### src/rtl/fetch_queue.sv
// Instruction prefetch queue: DEPTH-entry circular buffer of {instr, pc} between
// the instruction-memory read port and decode. A redirect flush discards all entries.
module fetch_queue #(
    parameter int unsigned DEPTH = 4,
    parameter int unsigned WIDTH = 32
) (
    input  logic                    i_clk,
    input  logic                    i_reset_n,
    input  logic                    i_mem_valid,
    input  logic [WIDTH-1:0]        i_mem_instr,
    input  logic [WIDTH-1:0]        i_mem_pc,
    output logic                    o_mem_ready,
    output logic                    o_valid,
    output logic [WIDTH-1:0]        o_instr,
    output logic [WIDTH-1:0]        o_pc,
    input  logic                    i_ready,
    output logic                    o_advance,
    input  logic                    i_flush,
    output logic [$clog2(DEPTH):0]  o_count
);

    localparam int unsigned        AW   = $clog2(DEPTH);
    localparam logic [AW:0]        FULL = (AW+1)'(DEPTH);
    localparam logic [WIDTH-1:0]   NOP  = WIDTH'(32'h0000_0013);

    logic [WIDTH-1:0] r_instr [DEPTH];
    logic [WIDTH-1:0] r_pc    [DEPTH];
    logic [AW-1:0]    r_wr_ptr;
    logic [AW-1:0]    r_rd_ptr;
    logic [AW:0]      r_count;

    logic             w_push;
    logic             w_pop;

    always_comb begin
        o_mem_ready = (r_count != FULL);
        o_valid     = (r_count != '0);
        o_advance   = o_valid & i_ready;
        w_push      = i_mem_valid & o_mem_ready & ~i_flush;
        w_pop       = o_valid & i_ready & ~i_flush;
        o_count     = r_count;
        // Empty head reads as a NOP so the downstream history never latches stale data.
        o_instr     = NOP;
        o_pc        = '0;
        if (o_valid) begin
            o_instr = r_instr[r_rd_ptr];
            o_pc    = r_pc[r_rd_ptr];
        end
    end

    always_ff @(posedge i_clk) begin
        if (w_push) begin
            r_instr[r_wr_ptr] <= i_mem_instr;
            r_pc[r_wr_ptr]    <= i_mem_pc;
        end
    end

    always_ff @(posedge i_clk or negedge i_reset_n) begin
        if (!i_reset_n) begin
            r_wr_ptr <= '0;
            r_rd_ptr <= '0;
            r_count  <= '0;
        end else if (i_flush) begin
            r_wr_ptr <= '0;
            r_rd_ptr <= '0;
            r_count  <= '0;
        end else begin
            if (w_push) begin
                r_wr_ptr <= r_wr_ptr + AW'(1);
            end
            if (w_pop) begin
                r_rd_ptr <= r_rd_ptr + AW'(1);
            end
            case ({w_push, w_pop})
                2'b10:   r_count <= r_count + (AW+1)'(1);
                2'b01:   r_count <= r_count - (AW+1)'(1);
                default: r_count <= r_count;
            endcase
        end
    end

endmodule

### config.mk
export PLATFORM = sky130hd
export DESIGN_NAME = fetch_queue
export DESIGN_NICKNAME = d
export VERILOG_FILES = /design/src/rtl/fetch_queue.sv
export SDC_FILE = /design/constraint.sdc
export NUM_CORES = 1
export LEC_CHECK = 0
export CORE_UTILIZATION = 35
export DETAILED_ROUTE_END_ITERATION = 6
export PLACE_DENSITY = 0.6
export SLEW_MARGIN = 20
export SYNTH_ARGS = -nofsm -noshare
export SYNTH_HDL_FRONTEND = slang
export SYNTH_SLANG_ARGS = --single-unit
### constraint.sdc
create_clock -name i_clk -period 17.7 [get_ports i_clk]
set_input_delay 1.77 -clock i_clk [delete_from_list [all_inputs] [get_ports i_clk]]
set_output_delay 1.77 -clock i_clk [all_outputs]
set_load 0.005 [all_outputs]
==> results.txt <==
----------------------------------------------------
[Detailed routing]
  Mean routed wirelength per cell ... approximately 19 um
  Total DRC errors in the routed layout ... 0
  Routed wire length ... between 15 and 20 mm
  Overall via count from detail_route ... between 4000 and 5000
  Mean number of vias per cell ... 4.89
  Antenna-violating nets left ... 0
  Router iterations before antenna repair ... 4
  DRT iter0 DRCs ... ~300

[Clocking]
  CTS Sinks ... around 260
  Post-cts resize count ... 0
  Clock latency at the later pin of the worst-skew pair ... 0.53 ns
  Buffer count from post-CTS setup fixing ... 0
  Root buffer cell ... sky130_fd_sc_hd__clkbuf_16
  Count of hold buffers inserted by post-cts repair ... 0
  Clock tree from TritonCTS ... yes
  Buffer levels on the longest clock path ... 3
  Clock-pin transition on the worst setup and hold timing paths ... roughly 0.060 ns
  CTS H-tree lvls ... 1
  Clock buffer count from CTS ... 28

[Critical path]
  CP Data Arrival Time ... approximately 3.4 ns
  Largest fanout of any net on the critical path ... 37
  Type of the setup path with the least slack ... flop to primary output
  Kind of end point of the critical path ... primary output
  Required time of the critical path ... between 15 and 20 ns
  CP startpoint kind ... flop

[Timing]
  Max Fclk ... between 150 and 200 MHz
  Setup-violating endpoint count in the final report ... 0
  Aggregate negative setup slack ... 0 ns
  Actual transition at the worst max-transition pin ... between 1 and 1.5 ns
  Fin. max-slew vios ... 0
  Worst slew margin relative to its limit ... around 30%
  Share of the cycle needed by the critical path after routing ... 29.2%
  Final critical path time including I/O delays and setup ... 5.17 ns
  Number of hold violations in the final report ... 0
  Final setup skew ... ~0.0094 ns
  Setup repair after global routing missed its margin ... no

[Floorplanning]
  Vertical die dimension ... around 170 um
  Row cnt ... 62
  Die outline area ... around 30000 um2
  Boundary Pins ... around 140
  Core footprint ... approximately 29000 um2
  Die width ... ~170 um
  Initial Utilization ... a little over a third

[Layout]
  Count of fill cells added during filler insertion ... around 2500
  Relative area change from synthesis to final layout ... 26.1%
  Most common cell after layout, fill and taps aside ... sky130_fd_sc_hd__edfxtp_1
  Fraction of final layout cells sized beyond drive strength 1 ... 18.6%
  Final Instance Area ... 12900 um2
  Net total in the final layout ... 692
  Commonest non-fill, non-tap cells in the layout ... sky130_fd_sc_hd__edfxtp_1 (256), sky130_fd_sc_hd__clkdlybuf4s50_1 (138), sky130_fd_sc_hd__mux4_2 (64)
  Diodes inserted ... 0

[Placement]
  HPWL after detailed placement ... 11.0 mm
  Area post-placement ... 12000 um2
  RePlAce Congestion ... slightly below 0.7
  Total of buffers placed on input and output ports ... 138

[Yosys]
  EDFF count, synth ... around 260
  Total nets after synthesis ... between 500 and 600
  Avg Synthesized Cell Area ... around 22 um2
  FF+latch count, synth ... approximately 260
  Primary flip-flop cell chosen by synthesis mapping ... sky130_fd_sc_hd__edfxtp_1
  Cell Area, Synth ... 10200 um2
  Synthesis warning total ... 0
  Instance count of the mapped netlist ... 467
  Proportion of synthesized flip-flops having asynchronous set or reset ... ~2.7%
  Number of distinct standard cells referenced by the synthesized netlist ... 34
  Proportion of synthesized chip area in sequential cells ... between 70 and 80%

[Pwr]
  Pwr per Cell Area ... roughly 120 nW/um2
  Static leakage ... 4.05 nW
  Share of power burned in registers ... 47.3%
  Switching part of the total ... 22.4%
  Total power ... 1.54 mW
  Comb pwr share ... around 17%
  Part of the power in the clock network ... between 30% and 40%
  IR Drop Worst-Case VDD ... 0.0611 mV
  Internal Dissipation ... between 1 and 1.5 mW
  Power spent charging and discharging nets ... roughly 0.35 mW

[Flow run]
  Number of maximum-capacitance constraint violations ... 0

[Global route]
  Met2 track utilization from global routing ... between 20% and 30%
  Pin count of the biggest net entering global routing ... between 60 and 70
  Global routing's busiest layer ... met2
  Vias in the first global route ... between 5000 and 6000
  Global routing usage summed across all routing layers ... a little over an eighth
  Grt total ovfl ... 0
  GR Layer Usage met1 ... ~18%
  Met3 usage ... slightly below 3%
  Number of antenna violations at the first check in global routing ... 1
  First-pass GRT wire length ... slightly above 30 mm

[Hold path]
  Worst min path class ... flop to flop

[Run status]
  Run status ... completed

----------------------------------------------------
## kinds of logic after synthesis
| family | Yosys count | share of synthesized area, % |
|---|---|---|
| adders and majority gates | 5 | 0.685 |
| DFF | 263 | 76.9 |
| xor gates and xnor gates | 3 | 0.257 |
| muxes | 64 | 14.1 |
| AOI/OAI and AO/OA | 17 | 1.14 |
| buffers and inverters | 33 | 1.77 |
| and+or+nand+nor | 82 | 5.15 |
## synth_stat cells (all sizes together), types with 3 or more instances
| master | instances | area share [%] |
|---|---|---|
| nand3 | 3 | 0.15 |
| or2 | 3 | 0.18 |
| nor3b | 6 | 0.49 |
| clkbuf | 11 | 0.42 |
| a21oi | 4 | 0.20 |
| dfrtp | 7 | 1.7 |
| ha | 4 | 0.49 |
| buf | 15 | 1.1 |
| mux4 | 64 | 14 |
| edfxtp | 256 | 75 |
| inv | 7 | 0.26 |
| xor2 | 3 | 0.26 |
| and2 | 62 | 3.8 |
## worst max-delay path, stage by stage, from the launching register on
cell and delay (ns):
sky130_fd_sc_hd__dfrtp_4 0.81, sky130_fd_sc_hd__buf_4 0.75, sky130_fd_sc_hd__mux4_2 0.61, sky130_fd_sc_hd__or2_1 0.22
sky130_fd_sc_hd__clkdlybuf4s50_1 0.45
## registers in the layout, indices dropped and copies added (netlist names)
| signal | cells |
|---|---|
| r_instr | 128 |
| r_pc | 128 |
| o_count | 3 |
| r_rd_ptr | 2 |
| r_wr_ptr | 2 |
## power by group through the flow
stage,combinational (mW),clock (mW),sequential (mW)
floorplan,0.151,0,0.728
global placement,0.270,0,0.742
detailed placement,0.273,0,0.744
CTS,0.274,0.565,0.731
global route,0.290,0.587,0.734
finish,0.267,0.547,0.730
## final cells by class
cell class | count | area (um2) | area share (%)
clock inverters | 12 | 115 | 0.893
well taps | 384 | 480 | 3.73
clock buffers | 36 | 752 | 5.83
multi-input cells | 171 | 2200 | 17.1
repair buffers | 147 | 1450 | 11.2
inverters | 7 | 27.5 | 0.213
flip-flops and latches | 263 | 7870 | 61.0
## path summary, 6_finish.rpt
path                       slack, ns  cells past startpoint         from     endpoint
hold / removal                  0.60                      2  r_wr_ptr[0]  r_wr_ptr[0]
setup / recovery               12.53                      4  r_rd_ptr[0]   o_instr[1]
min in group asynchronous       1.50                      1    i_reset_n  r_rd_ptr[1]
hold reg to reg                 0.60                      2  r_wr_ptr[0]  r_wr_ptr[0]
setup reg to reg               15.19                      7   o_count[2]   o_count[1]
max in group asynchronous      15.93                      1    i_reset_n  r_rd_ptr[0]
## routing by layer
layer / wire, um / vias up / share of wire (%)
met5: 10 / - / 0.051
met4: 359 / 2 / 1.8
met3: 1090 / 34 / 5.5
met2: 9620 / 144 / 49
met1: 8510 / 2602 / 43
li1: - / 2202 / -
## stage by stage
step	hold slack [ns]	setup slack [ns]	utilization, %	cells
after floorplan	0.557	10.23	-	467
after global placement	0.578	12.81	41.9	972
after detailed placement	0.594	12.72	41.9	972
after CTS	0.606	12.37	44.9	1020
after global routing	0.658	12.22	44.9	1020
final	0.603	12.53	44.9	1020
No activity file was read; power rests on OpenSTA's default activity.
